`config.mk`:
```
export PLATFORM = sky130hd
export DESIGN_NAME = instr_fetch_stage
export DESIGN_NICKNAME = d
export VERILOG_FILES = /design/src/rtl/fetch_pkg.sv /design/src/rtl/fetch_target_gen.sv /design/src/rtl/instr_fetch_stage.sv
export SDC_FILE = /design/constraint.sdc
export NUM_CORES = 1
export LEC_CHECK = 0
export BUFFER_PORTS_ARGS = -buffer_cell sky130_fd_sc_hd__buf_2
export CAP_MARGIN = 15
export CORE_MARGIN = 4
export CORE_UTILIZATION = 55
export CTS_CLUSTER_SIZE = 20
export DETAILED_ROUTE_END_ITERATION = 10
export PLACE_DENSITY = 0.84
export SLEW_MARGIN = 20
export SYNTH_ARGS = -nofsm -noshare
export SYNTH_HDL_FRONTEND = slang
export SYNTH_SLANG_ARGS = --single-unit
```
`constraint.sdc`:
```
create_clock -name clk_in -period 3.5 [get_ports clk_in]
set_input_delay 0.525 -clock clk_in [delete_from_list [all_inputs] [get_ports clk_in]]
set_output_delay 0.525 -clock clk_in [all_outputs]
set_load 0.01 [all_outputs]
```
`src/rtl/fetch_pkg.sv`:
```
// Shared definitions for the instruction fetch stage.
//   fetch_state_e    : fetch controller states
//   NOP_INSTR        : bubble instruction word (decodes as a no-op)
//   RESET_PC_DEFAULT : default reset fetch address
package fetch_pkg;

    typedef enum logic [1:0] {
        StFetch = 2'd0,
        StDrain = 2'd1,
        StHold  = 2'd2
    } fetch_state_e;

    localparam logic [31:0] NOP_INSTR        = 32'h0000_0000;
    localparam logic [31:0] RESET_PC_DEFAULT = 32'h0000_0000;

endpackage

```
`src/rtl/fetch_target_gen.sv`:
```
// Redirect target generator (purely combinational).
//   pc4_i    : PC+4 of the redirecting instruction
//   imm_i    : branch immediate in signed words
//   idx_i    : jump instruction index
//   jump_i   : select the jump target instead of the branch target
//   target_o : redirect target address
module fetch_target_gen (
    input  logic [31:0] pc4_i,
    input  logic [15:0] imm_i,
    input  logic [25:0] idx_i,
    input  logic        jump_i,
    output logic [31:0] target_o
);

    logic [31:0] branch_target;
    logic [31:0] jump_target;

    // Word offset sign-extended and scaled to bytes; the add wraps modulo 2^32.
    assign branch_target = pc4_i + {{14{imm_i[15]}}, imm_i, 2'b00};
    assign jump_target   = {pc4_i[31:28], idx_i, 2'b00};
    assign target_o      = jump_i ? jump_target : branch_target;

endmodule

```
`src/rtl/instr_fetch_stage.sv`:
```
// Instruction fetch stage with IF/ID pipeline register.
//   clk_in, rst_n_in                 : clock, synchronous active-low reset
//   stall_in                         : hold IF/ID contents
//   branch_taken_in, jump_in         : redirect requests from downstream
//   redirect_pc4_in, branch_imm_in,
//   jump_idx_in                      : redirect target operands
//   imem_req_out, imem_addr_out      : instruction memory request
//   imem_ready_in, imem_rdata_in     : instruction memory response
//   instr_out, pc4_out, valid_out    : IF/ID register
//   op_out, func_out                 : opcode / function fields of instr_out
module instr_fetch_stage
    import fetch_pkg::*;
#(
    parameter logic [31:0] RESET_PC = RESET_PC_DEFAULT
) (
    input  logic        clk_in,
    input  logic        rst_n_in,
    input  logic        stall_in,
    input  logic        branch_taken_in,
    input  logic        jump_in,
    input  logic [31:0] redirect_pc4_in,
    input  logic [15:0] branch_imm_in,
    input  logic [25:0] jump_idx_in,
    output logic        imem_req_out,
    output logic [31:0] imem_addr_out,
    input  logic        imem_ready_in,
    input  logic [31:0] imem_rdata_in,
    output logic [31:0] instr_out,
    output logic [31:0] pc4_out,
    output logic        valid_out,
    output logic [5:0]  op_out,
    output logic [5:0]  func_out
);

    fetch_state_e state_q, state_d;
    logic [31:0]  pc_q, pc_d;
    logic [31:0]  drain_addr_q, drain_addr_d;
    logic [31:0]  buf_instr_q, buf_instr_d;
    logic [31:0]  buf_pc4_q, buf_pc4_d;
    logic [31:0]  instr_q, instr_d;
    logic [31:0]  pc4_q, pc4_d;
    logic         valid_q, valid_d;

    logic [31:0]  target;
    logic [31:0]  pc_plus4;
    logic         redirect;

    fetch_target_gen u_target_gen (
        .pc4_i    (redirect_pc4_in),
        .imm_i    (branch_imm_in),
        .idx_i    (jump_idx_in),
        .jump_i   (jump_in),
        .target_o (target)
    );

    assign redirect = branch_taken_in | jump_in;
    assign pc_plus4 = pc_q + 32'd4;

    always_comb begin
        state_d      = state_q;
        pc_d         = pc_q;
        drain_addr_d = drain_addr_q;
        buf_instr_d  = buf_instr_q;
        buf_pc4_d    = buf_pc4_q;
        instr_d      = instr_q;
        pc4_d        = pc4_q;
        valid_d      = valid_q;

        if (redirect) begin
            // Redirect overrides stall: squash IF/ID and drop any buffered fetch.
            instr_d     = NOP_INSTR;
            valid_d     = 1'b0;
            buf_instr_d = '0;
            buf_pc4_d   = '0;
            pc_d        = target;
            case (state_q)
                StFetch: begin
                    // An unanswered request must still complete at its old address.
                    if (!imem_ready_in) begin
                        state_d      = StDrain;
                        drain_addr_d = pc_q;
                    end
                end
                StDrain: begin
                    if (imem_ready_in) begin
                        state_d = StFetch;
                    end
                end
                default: state_d = StFetch;
            endcase
        end else begin
            case (state_q)
                StFetch: begin
                    if (stall_in) begin
                        if (imem_ready_in) begin
                            buf_instr_d = imem_rdata_in;
                            buf_pc4_d   = pc_plus4;
                            pc_d        = pc_plus4;
                            state_d     = StHold;
                        end
                    end else if (imem_ready_in) begin
                        instr_d = imem_rdata_in;
                        pc4_d   = pc_plus4;
                        valid_d = 1'b1;
                        pc_d    = pc_plus4;
                    end else begin
                        instr_d = NOP_INSTR;
                        valid_d = 1'b0;
                    end
                end
                StDrain: begin
                    if (imem_ready_in) begin
                        state_d = StFetch;
                    end
                end
                StHold: begin
                    if (!stall_in) begin
                        instr_d = buf_instr_q;
                        pc4_d   = buf_pc4_q;
                        valid_d = 1'b1;
                        state_d = StFetch;
                    end
                end
                default: state_d = StFetch;
            endcase
        end
    end

    always_ff @(posedge clk_in) begin
        if (!rst_n_in) begin
            state_q      <= StFetch;
            pc_q         <= RESET_PC;
            drain_addr_q <= '0;
            buf_instr_q  <= '0;
            buf_pc4_q    <= '0;
            instr_q      <= NOP_INSTR;
            pc4_q        <= '0;
            valid_q      <= 1'b0;
        end else begin
            state_q      <= state_d;
            pc_q         <= pc_d;
            drain_addr_q <= drain_addr_d;
            buf_instr_q  <= buf_instr_d;
            buf_pc4_q    <= buf_pc4_d;
            instr_q      <= instr_d;
            pc4_q        <= pc4_d;
            valid_q      <= valid_d;
        end
    end

    // Request is gated by reset so an in-flight fetch is abandoned immediately.
    assign imem_req_out  = rst_n_in && (state_q != StHold);
    assign imem_addr_out = (state_q == StDrain) ? drain_addr_q : pc_q;

    assign instr_out = instr_q;
    assign pc4_out   = pc4_q;
    assign valid_out = valid_q;
    assign op_out    = instr_q[31:26];
    assign func_out  = instr_q[5:0];

endmodule

```
# [Word-level counts from Yosys, hierarchy flattened]
# Index checks and enable logic that the tools add are counted.
[word_totals] regBits=195 in_bits=112 output_inout_bits=110 ramBits=0 romBits=0 latch_bits=0 memories=0
[classes] div_mod_pow=0 n_mul=0 bitwise=4 shift=0 n_addsub=2 n_lt_le_gt_ge=0 n_reduce_logical=12 n_eq_ne=10 muxes=24
[ops] operator="$mux 32" count=10
[ops] operator="$pmux 32 s2" count=2
[ops] operator="$add 32x3->32 const B" count=1
[ops] operator="$add 32x32->32" count=1
[ops] operator="$mux 2" count=6
[ops] operator="$ne 3x3->1 const B" count=4
[ops] operator="$reduce_and 3->1" count=3
[ops] operator="$ne 2x2->1 const B" count=4
[ops] operator="$pmux 2 s3" count=1
[ops] operator="$reduce_bool 2->1" count=3
[ops] operator="$reduce_and 5->1" count=1
[ops] operator="$pmux 2 s2" count=1
[ops] operator="$reduce_and 4->1" count=1
[ops] operator="$mux 1" count=3
[ops] operator="$not 1->1" count=3
[ops] operator="$eq 2x1->1 const B" count=1
[ops] operator="$eq 2x2->1 const B" count=1
[ops] operator="$logic_not 2->1" count=1
[ops] operator="$pmux 1 s2" count=1
[ops] operator="$reduce_and 2->1" count=1
[ops] operator="$reduce_or 2->1" count=1
[ops] operator="$logic_and 1x1->1" count=1
[ops] operator="$or 1x1->1" count=1

# [Longest topological paths before layout]
# Gate-level depths: netlist of the first run.
[depth] depth_word=4 mapped_depth=11 depth_no_buf=10

# [Hierarchy]
# From an unflattened synthesis of the first run, not the netlist that was laid out.
[hier_totals] cells_unflattened=1396 area_unflattened_um2=10745.3
[modules_own_cells] mod="instr_fetch_stage" area_each_um2=8793.4 seq_area_each_um2=3903.7 n_inst=1 cells_each=1094
[modules_own_cells] mod="fetch_target_gen" area_each_um2=1951.9 seq_area_each_um2=0.0 n_inst=1 cells_each=302

# [Least setup slack after synthesis of the first run]
# Ideal clock, no wire load.
[synth_timing] kind="input-to-reg" startpoint="input port redirect_pc4_in[2]" endpoint="register pc_q[20]" setup_time_ns=0.117 path_stages=10 t_arrival_ns=2.801 setup_slack_ns=0.582 cell_sequence="ha_1 > fa_1 > a21o_1 > a221oi_2 > o31ai_2 > a41o_2 > a221oi_2 > mux2i_1 > nand2_1 > a32o_1"
[synth_between] elab_chain_len=3
[synth_lines] item="start: declaration" line_no="instr_fetch_stage.sv:21" source="input logic [31:0] redirect_pc4_in,"
[synth_lines] item="$add 32x32->32" line_no="fetch_target_gen.sv:19" source="assign branch_target = pc4_i + {{14{imm_i[15]}}, imm_i, 2'b00};"
[synth_lines] item="$mux 32" line_no="fetch_target_gen.sv:21" source="assign target_o = jump_i ? jump_target : branch_target;"
[synth_lines] item="$mux 32" line_no="instr_fetch_stage.sv:69" source="if (redirect) begin"
[synth_lines] item="end signal: assignment" line_no="instr_fetch_stage.sv:141" source="pc_q <= pc_d;"
[synth_lines] item="end: declaration" line_no="instr_fetch_stage.sv:36" source="logic [31:0] pc_q, pc_d;"
# No other way between the ends.
# A chain may end at the register's enable or synchronous reset.

# [Final worst setup path of the first run]
[layout_timing] startpoint="register state_q[0]" endpoint="output port imem_addr_out[16]"
[layout_between] elab_chain_len=2
[layout_lines] item="start: declaration" line_no="instr_fetch_stage.sv:35" source="fetch_state_e state_q, state_d;"
[layout_lines] item="start signal: assignment" line_no="instr_fetch_stage.sv:131" source="state_q <= StFetch;"
[layout_lines] item="start signal: assignment" line_no="instr_fetch_stage.sv:140" source="state_q <= state_d;"
[layout_lines] item="$eq 2x1->1" line_no="instr_fetch_stage.sv:153" source="assign imem_addr_out = (state_q == StDrain) ? drain_addr_q : pc_q;"
[layout_lines] item="$mux 32" line_no="instr_fetch_stage.sv:153"
[layout_lines] item="end: declaration" line_no="instr_fetch_stage.sv:25" source="output logic [31:0] imem_addr_out,"
# No other way between the ends.

==> results.sh, run 1 <==
export IMPL_cp_arrival_ns=2.41
export IMPL_hold_path_depth=3
export IMPL_rrSetupSlack_ns=0.98
export IMPL_fmax_mhz=340.9
export IMPL_synth_xor_area_share_pct=5.566
export IMPL_cp_start_kind="flip-flop"
export IMPL_yosysWarnings=0
export IMPL_synth_simple_area_share_pct=20.44
export IMPL_worstSkewPairLatency_ns=0.43
export IMPL_crit_path_end_kind="primary output"
export IMPL_cts_buffer_depth=2
export IMPL_cts_resized=0
export IMPL_grt_overflow=0
export IMPL_dieHeight_um=144.4
export IMPL_clkPwrFrac_pct=38.2
export IMPL_io_buffers=221
export IMPL_synth_edff_count=0
export IMPL_final_setup_tns_ns=0
export IMPL_area_delta_synth_final_pct=16.59
export IMPL_syn_nets=1438
export IMPL_synthArstFlopShare_pct=0
export IMPL_wl_um=27560
export IMPL_status="complete, no violations"
export IMPL_cts_buffers=17
export IMPL_cts_sinks=195
export IMPL_ir_worst_vdd_mv=0.2504
export IMPL_netlist_area_um2=10230
export IMPL_rsz0062_at_grt="false"
export IMPL_setup_viol=0
export IMPL_drive_gt1_share_pct=22.24
export IMPL_r2r_end="pc_q[30]$_SDFFE_PN0P_"
export IMPL_worstSetupPathType="reg2out"
export IMPL_start_util_pct=56.36
export IMPL_ys_types=63
export IMPL_p_leak_nw=4.913
export IMPL_crit_path_max_incr_delay_ns=0.63
export IMPL_htreeDepth=4
export IMPL_gp_routability_congestion=0.9486
export IMPL_ant_nets=0
export IMPL_antenna_found_initial=2
export IMPL_r2r_cells=8
export IMPL_synth_largest_area_cell="dfxtp_1"
export IMPL_synthCells=1295
export IMPL_yosys_cell_count_top_type="nand2_1"
export IMPL_max_cap_violations=0
export IMPL_grt_pass1_vias=8954
export IMPL_via_per_inst=5.867
export IMPL_clk_pin_slew_ns=0.07
export IMPL_critical_path_top_delay_family="simple AND/OR/NAND/NOR gates"
export IMPL_synth_ff_latch_count=195
export IMPL_drtIter0Drc=708
export IMPL_path_buf_inv=2
export IMPL_dp_hpwl_um=19510
export IMPL_synth_area_per_cell_um2=7.899
export IMPL_hp_class="in2reg"
export IMPL_synthTopCellsByArea="dfxtp_1 38%, nand2_1 8.3%, a21oi_1 7.1%"
export IMPL_die_area_um2=20840
export IMPL_utilization_pct=65.71
export IMPL_post_cts_setup_buffer_count=0
export IMPL_synth_compound_area_share_pct=22.78
export IMPL_route_detailed_drc=0
export IMPL_reg2reg_from="pc_q[2]$_SDFFE_PN0P_"
export IMPL_synth_top_family_by_area="compound AO/OA/AOI/OAI gates"
export IMPL_wl_per_cell_um=16.43
export IMPL_min_to="buf_instr_q[11]$_SDFFE_PP0P_"
export IMPL_slowest_stage="nor2b_2"
export IMPL_crit_chain="nor2b_2, buf_12, mux2_2, buf_2"
export IMPL_synthMuxAreaShare_pct=4.000
export IMPL_synthAdderAreaFrac_pct=3.865
export IMPL_grt_pass1_wl_um=44230
export IMPL_cts_root_buffer="clkbuf_16"
export IMPL_switchingPower_mw=1.447
export IMPL_synth_cells_most_frequent="226 x nand2_1, 195 x dfxtp_1, 168 x nor2_1"
export IMPL_worstMarginPinSlew_ns=0.9805
export IMPL_final_period_utilization_pct=83.82
export IMPL_intPower_mw=3.859
export IMPL_min_from="imem_rdata_in[11]"
export IMPL_io_pins=222
export IMPL_pwr_share_comb_pct=17.1
export IMPL_slew_headroom_pct=34.63
export IMPL_vias=9839
export IMPL_yosysSeqAreaShare_pct=38.17
export IMPL_power_switching_share_pct=27.27
export IMPL_grt_total_usage_pct=25.94
export IMPL_die_w_um=144.4
export IMPL_skew_ns=0.005118
export IMPL_netlist_area_leader_share_pct=38.17
export IMPL_row_count=49
export IMPL_powerDensity_nw_per_um2=444.9
export IMPL_grt_start_max_net_pins=94
export IMPL_seq_power_share_pct=44.7
export IMPL_fin_nets=1578
export IMPL_cts_hold_buf=0
export IMPL_antenna_cells=0
export IMPL_final_max_slew_viol_count=0
export IMPL_min_period_ns=2.934
export IMPL_crit_required_ns=2.97
export IMPL_core_um2=18150
export IMPL_dr_pass1_iters=5
export IMPL_synth_ff_type="dfxtp_1"
export IMPL_cts_tree="done"
export IMPL_cp_max_fo=23
export IMPL_hold_violations=0
[how the worst max path moves through the flow]
| stage | startpoint | depth (start not counted) | end | slack, ns |
|---|---|---|---|---|
| 6_report | state_q[0]$_SDFFE_PN0P_ | 4 | imem_addr_out[16] | 0.57 |
| 5_1_grt | state_q[0]$_SDFFE_PN0P_ | 4 | imem_addr_out[15] | 0.47 |
| 4_1_cts | state_q[0]$_SDFFE_PN0P_ | 4 | imem_addr_out[16] | 0.57 |
| 3_5_place_dp | redirect_pc4_in[2] | 11 | pc_q[20]$_SDFFE_PN0P_ | 0.32 |
| 3_3_place_gp | redirect_pc4_in[2] | 11 | pc_q[20]$_SDFFE_PN0P_ | 0.36 |
| 2_1_floorplan | redirect_pc4_in[2] | 10 | pc_q[20]$_SDFFE_PN0P_ | 0.58 |
[cells by family (layout without fill, tap and decap cells)]
group,Yosys count,in the layout
buffers and inverters,126,279
and+or+nand+nor,498,498
AOI/OAI and AO/OA,343,343
DFF,195,195
xor gates and xnor gates,65,65
muxes,37,37
adders and majority gates,31,31
[worst register-to-register path, delay by kind of cell, from the launching register on]
family | cells | cell delay [ns]
compound gates | 2 | 0.39
flops | 1 | 0.54
fa+ha+maj | 1 | 0.28
simple gates | 4 | 1.07
xor+xnor | 1 | 0.14
[layout make-up]
type,count,area [um^2]
tap,229,286.5
clock buffer,24,491.7
timing repair buffer,237,1251
multi-input combinational,974,5831
fill,1548,6222
clock inverter,8,123.9
sequential,195,3904
inverter,10,37.54
[layout by cell type (no fill, tap or decap), drive strengths merged, types with 13 or more instances in the layout]
cell	n
o211ai	21
nor2	168
buf	237
a21o	16
clkbuf	24
ha	30
dfxtp	195
and3	13
nand3	47
nand2	226
xor2	31
a211oi	61
o21ai	24
mux2	31
a21oi	146
a311oi	33
xnor2	34
[registers in the layout, indices dropped and copies added, names as in the netlist]
register / flops
state_q: 2
drain_addr_q: 32
valid_out: 1
buf_instr_q: 32
pc_q: 32
instr_out: 32
buf_pc4_q: 32
pc4_out: 32
[routing by layer]
metal	GRT usage [%]	up-vias	part of all wire, %
met4	7.266	4	1.8
met5	0	-	0.094
met1	35.87	4534	44
met3	5.522	42	9.3
met2	41.19	420	45
li1	-	4839	-
[power groups by stage]
stage	logic (mW)	registers (mW)	clock network, mW
global route	0.999	2.38	2.14
floorplan	0.630	2.39	0
detailed placement	0.893	2.42	0
CTS	0.898	2.37	2.06
global placement	0.882	2.41	0
finish	0.906	2.37	2.03
[per-stage QoR]
stage                     power (mW)  area (um^2)  hold slack (ns)  setup slack (ns)  cells
after floorplan                3.023        10230           0.4329            0.5817   1295
after global placement         3.295        11310           0.4378            0.3599   1645
after detailed placement       3.310        11310           0.4460            0.3157   1645
after CTS                      5.322        11920           0.3282            0.5664   1677
after global routing           5.520        11930           0.3376            0.4680   1677
final                          5.305        11930           0.3464            0.5665   1677
No activity file was read; power rests on OpenSTA's default activity.
==> inputs of run 2 (changes only) <==
clock period = 3.1 ns   (was 3.5 ns; I/O delays follow)
==> results.sh, run 2 (synthesized netlist as in run 1, its figures left out) <==
export IMPL_power_mw=6.026
export IMPL_gp_routability_congestion=0.9540
export IMPL_dieHeight_um=144.4
export IMPL_rsz0062_at_grt="false"
export IMPL_fillers=1556
export IMPL_via_per_inst=5.881
export IMPL_multiInputGateArea_um2=5831
export IMPL_worstSetupPathType="reg2out"
export IMPL_cts_buffer_depth=2
export IMPL_pwr_share_comb_pct=17.1
export IMPL_vias=9886
export IMPL_die_area_um2=20840
export IMPL_hold_ws_ns=0.2819
export IMPL_skew_ns=0.008835
export IMPL_grt_overflow=0
export IMPL_wl_per_cell_um=16.62
export IMPL_antenna_cells=0
export IMPL_r2r_end="pc_q[30]$_SDFFE_PN0P_"
export IMPL_cts_tree="done"
export IMPL_min_to="buf_instr_q[12]$_SDFFE_PP0P_"
export IMPL_ir_worst_vdd_mv=0.2641
export IMPL_final_setup_tns_ns=0
export IMPL_die_w_um=144.4
export IMPL_cp_arrival_ns=2.17
export IMPL_route_detailed_drc=0
export IMPL_cp_max_fo=33
export IMPL_final_period_utilization_pct=84.86
export IMPL_crit_chain="nor2b_2, buf_4, mux2_2, buf_2"
export IMPL_final_seq_area_um2=3904
export IMPL_grt_start_max_net_pins=99
export IMPL_grt_pass1_wl_um=44780
export IMPL_wl_um=27940
export IMPL_utilization_pct=65.87
export IMPL_worstMarginPinSlew_ns=1.045
export IMPL_setup_viol=0
export IMPL_grt_total_usage_pct=26.22
export IMPL_ant_nets=0
export IMPL_clkPwrFrac_pct=38.5
export IMPL_min_period_ns=2.631
export IMPL_fin_nets=1582
export IMPL_post_cts_setup_buffer_count=0
export IMPL_hold_violations=0
export IMPL_cts_buffers=17
export IMPL_core_um2=18150
export IMPL_powerDensity_nw_per_um2=504.1
export IMPL_switchingPower_mw=1.698
export IMPL_row_count=49
export IMPL_worstSkewPairLatency_ns=0.43
export IMPL_cts_hold_buf=0
export IMPL_seq_power_share_pct=44.4
export IMPL_min_from="imem_rdata_in[12]"
export IMPL_reg2reg_from="pc_q[9]$_SDFFE_PN0P_"
export IMPL_cts_sinks=195
export IMPL_dpl_cell_area_um2=11330
export IMPL_dp_hpwl_um=19450
export IMPL_status="complete, no violations"
export IMPL_max_cap_violations=0
export IMPL_slowest_stage="dfxtp_1"
export IMPL_crit_path_end_kind="primary output"
export IMPL_finalInstanceArea_um2=11950
export IMPL_fin_ws_ns=0.4694
export IMPL_cp_start_kind="flip-flop"
export IMPL_grt_pass1_vias=9023
export IMPL_fin_cells=1681
export IMPL_io_buffers=221
export IMPL_dr_pass1_iters=5
export IMPL_antenna_found_initial=1
export IMPL_cts_root_buffer="clkbuf_16"
export IMPL_rrSetupSlack_ns=0.60
export IMPL_clk_pin_slew_ns=0.07
export IMPL_drive_gt1_share_pct=22.66
export IMPL_fmax_mhz=380.1
export IMPL_htreeDepth=4
export IMPL_intPower_mw=4.328
export IMPL_final_max_slew_viol_count=0
export IMPL_crit_required_ns=2.63
export IMPL_pre_cts_slack_ns=0.06013
export IMPL_p_leak_nw=4.924
export IMPL_r2r_cells=8
export IMPL_io_pins=222
export IMPL_cts_resized=0
export IMPL_drtIter0Drc=751
export IMPL_startpoint="state_q[0]$_SDFFE_PN0P_"
export IMPL_area_delta_synth_final_pct=16.87
export IMPL_layout_common_cells="225 x nand2_1, 221 x buf_2, 195 x dfxtp_1"
export IMPL_start_util_pct=56.36
export IMPL_slew_headroom_pct=30.35
export IMPL_layout_commonest_cell="nand2_1"
export IMPL_hp_class="in2reg"
export IMPL_power_switching_share_pct=28.17
export IMPL_placed_cells=1649
export IMPL_crit_path_max_incr_delay_ns=0.55
export IMPL_hold_path_depth=3
-- run 2: cell types whose count changed in the layout (fill, tap and decap cells not counted), sizes merged --
cell      previous run  this run
inv                  9        12
clkinvlp             2         4
buf                237       241
clkbuf              24        19
-- run 2: cell type report --
| class | count | share of cell area (%) |
|---|---|---|
| multi-input cells | 974 | 48.78 |
| flip-flops and latches | 195 | 32.66 |
| repair buffers | 241 | 10.61 |
| well taps | 229 | 2.397 |
| clock inverters | 13 | 1.455 |
| inverters | 10 | 0.3140 |
| clock buffers | 19 | 3.789 |
-- run 2: layer usage --
metal / vias to the layer above / wire, um / global-route usage, %
met2: 438 / 12500 / 40.87
met1: 4551 / 12300 / 36.34
met4: 2 / 699 / 9.327
li1: 4840 / - / -
met3: 55 / 2428 / 5.126
met5: - / 13 / 0
-- run 2: worst max-delay path by stage --
stage	to	slack, ns
final	imem_addr_out[13]	0.47
after global routing	pc_q[20]$_SDFFE_PN0P_	0.36
after CTS	imem_addr_out[15]	0.48
after detailed placement	pc_q[20]$_SDFFE_PN0P_	0.06
after global placement	pc_q[20]$_SDFFE_PN0P_	0.11
after floorplan	pc_q[20]$_SDFFE_PN0P_	0.24
-- run 2: power by group through the flow --
stage	clock network, mW	registers (mW)	logic [mW]
final	2.32	2.68	1.03
after global routing	2.44	2.69	1.14
after CTS	2.34	2.67	1.02
after detailed placement	0	2.73	1.01
after global placement	0	2.72	0.995
after floorplan	0	2.70	0.711
-- run 2: worst max-delay path: cells and delay by family, from the launching register on --
family	cells	cell delay, ns
buffers and inverters	2	0.55
AND/OR/NAND/NOR	1	0.21
multiplexers	1	0.43
flip-flops	1	0.55
==> inputs of run 3 (changes only) <==
CORE_UTILIZATION = 50   (was 55)
PLACE_DENSITY = 0.8   (was 0.84)
clock period = 2.25 ns   (was 3.1 ns; I/O delays follow)
==> results.sh, run 3 (synthesized netlist as in run 1, its figures left out) <==
export IMPL_power_mw=8.450
export IMPL_ant_nets=0
export IMPL_cp_start_kind="input pin"
export IMPL_setup_viol=1
export IMPL_io_pins=222
export IMPL_max_cap_violations=0
export IMPL_clkPwrFrac_pct=37.2
export IMPL_pre_cts_slack_ns=-0.4697
export IMPL_crit_path_end_kind="flip-flop"
export IMPL_clk_pin_slew_ns=0.07
export IMPL_powerDensity_nw_per_um2=663.1
export IMPL_worstSetupPathType="in2reg"
export IMPL_reg2reg_from="pc_q[3]$_SDFFE_PN0P_"
export IMPL_crit_path_max_incr_delay_ns=0.36
export IMPL_fillers=1721
export IMPL_crit_chain="buf_8, ha_4, fa_2, a21o_1, a221oi_2, o31ai_2, buf_4, a31oi_4, o211ai_1, a21oi_1, nor3_2, o21a_1"
export IMPL_cp_max_fo=5
export IMPL_cts_buffers=17
export IMPL_seq_power_share_pct=43.3
export IMPL_cts_tree="done"
export IMPL_layout_commonest_cell="nand2_1"
export IMPL_slew_headroom_pct=55.84
export IMPL_violations="setup timing"
export IMPL_status="complete, but fails checks"
export IMPL_grt_overflow=0
export IMPL_power_switching_share_pct=27.98
export IMPL_final_max_slew_viol_count=0
export IMPL_switchingPower_mw=2.364
export IMPL_grt_pass1_vias=9073
export IMPL_slowest_stage="fa_2"
export IMPL_vias=9940
export IMPL_dr_pass1_iters=5
export IMPL_layout_common_cells="225 x nand2_1, 219 x buf_2, 195 x dfxtp_1"
export IMPL_crit_required_ns=2.58
export IMPL_final_period_utilization_pct=101.7
export IMPL_hold_path_depth=3
export IMPL_p_leak_nw=5.352
export IMPL_start_util_pct=50.71
export IMPL_fin_nets=1660
export IMPL_worstMarginPinSlew_ns=0.6599
export IMPL_die_w_um=151.0
export IMPL_die_area_um2=22810
export IMPL_utilization_pct=63.18
export IMPL_fin_ws_ns=-0.03925
export IMPL_route_detailed_drc=0
export IMPL_drive_gt1_share_pct=27.19
export IMPL_dieHeight_um=151.0
export IMPL_pwr_share_comb_pct=19.5
export IMPL_min_to="buf_instr_q[29]$_SDFFE_PP0P_"
export IMPL_intPower_mw=6.086
export IMPL_area_delta_synth_final_pct=24.59
export IMPL_htreeDepth=4
export IMPL_min_from="imem_rdata_in[29]"
export IMPL_antenna_found_initial=1
export IMPL_drtIter0Drc=631
export IMPL_skew_ns=0.01166
export IMPL_wl_um=28730
export IMPL_rrSetupSlack_ns=0.11
export IMPL_min_period_ns=2.289
export IMPL_fmax_mhz=436.8
export IMPL_row_count=52
export IMPL_hp_class="in2reg"
export IMPL_cp_arrival_ns=2.62
export IMPL_startpoint="redirect_pc4_in[2]"
export IMPL_ir_worst_vdd_mv=0.3743
export IMPL_cts_buffer_depth=2
export IMPL_grt_start_max_net_pins=99
export IMPL_hold_violations=0
export IMPL_dpl_cell_area_um2=12050
export IMPL_wl_per_cell_um=15.95
export IMPL_grt_total_usage_pct=24.59
export IMPL_r2r_cells=9
export IMPL_rsz0062_at_grt="true"
export IMPL_core_um2=20170
export IMPL_worstSkewPairLatency_ns=0.43
export IMPL_cts_sinks=195
export IMPL_cts_root_buffer="clkbuf_16"
export IMPL_io_buffers=221
export IMPL_gp_routability_congestion=0.9231
export IMPL_grt_pass1_wl_um=45680
export IMPL_r2r_end="pc_q[26]$_SDFFE_PN0P_"
export IMPL_dp_hpwl_um=20870
export IMPL_finalInstanceArea_um2=12740
export IMPL_via_per_inst=5.519
-- run 3: changes by cell type in the layout (fill, tap and decap cells not counted), moves of 2 or more --
cell	before	now
buf_6	0	2
inv_6	1	4
clkinv_2	1	3
buf_12	1	7
ha_4	0	2
ha_1	30	27
buf_4	19	90
buf_2	221	219
clkinv_4	2	0
-- run 3: through the flow --
| stage | hold WS (ns) | TNS [ns] | std cells |
|---|---|---|---|
| 2_1_floorplan | 0.4329 | -0.5328 | 1295 |
| 3_3_place_gp | 0.4380 | -4.554 | 1765 |
| 3_5_place_dp | 0.4442 | -5.410 | 1765 |
| 4_1_cts | 0.1438 | 0 | 1797 |
| 5_1_grt | 0.1522 | -0.4878 | 1801 |
| 6_report | 0.1627 | -0.03925 | 1801 |
-- run 3: routing by layer --
layer  part of all wire (%)  track usage, %  vias to the layer above  routed length (um)
met2                     46           39.81                      392               13080
met5                      0               0                        -                   0
met4                    2.0           7.117                        0                 587
li1                       -               -                     4997                   -
met3                    8.0           4.279                       45                2297
met1                     44           33.76                     4506               12770
-- run 3: how the worst max path moves through the flow --
stage	to
6_report	pc_q[30]$_SDFFE_PN0P_
5_1_grt	pc_q[20]$_SDFFE_PN0P_
4_1_cts	pc_q[20]$_SDFFE_PN0P_
3_5_place_dp	pc_q[20]$_SDFFE_PN0P_
3_3_place_gp	pc_q[20]$_SDFFE_PN0P_
2_1_floorplan	pc_q[20]$_SDFFE_PN0P_
-- run 3: final cells by class --
| type | instances | area [um^2] | share of cell area (%) |
|---|---|---|---|
| diodes | 1 | 2.502 | 0.01964 |
| clock buffers | 18 | 439.2 | 3.446 |
| clock inverters | 14 | 173.9 | 1.365 |
| inverters | 10 | 37.54 | 0.2946 |
| multi-input cells | 974 | 5899 | 46.29 |
| flip-flops and latches | 195 | 3904 | 30.63 |
| well taps | 270 | 337.8 | 2.651 |
| repair buffers | 319 | 1949 | 15.30 |
-- run 3: critical path, delay by kind of cell --
kind                       cells  cell delay, ns
AOI/OAI and AO/OA              7            1.42
adders and majority gates      2            0.52
buffers and inverters          2            0.26
and+or+nand+nor                1            0.06
-- run 3: what timing repair did --
action,4_1_cts,5_1_grt
pin swaps,2,6
endpoints found under the setup margin,1,18
hold buffers,0,0
setup buffers,0,3
endpoints found under the hold margin,0,0
resized for setup,0,12
-- run 3: power groups by stage --
stage / Sequential [mW] / Clock (mW) / Combinational [mW]
final: 3.66 / 3.14 / 1.65
after global routing: 3.67 / 3.35 / 1.81
after CTS: 3.66 / 3.21 / 1.61
after detailed placement: 3.74 / 0 / 1.60
after global placement: 3.73 / 0 / 1.57
after floorplan: 3.72 / 0 / 0.987
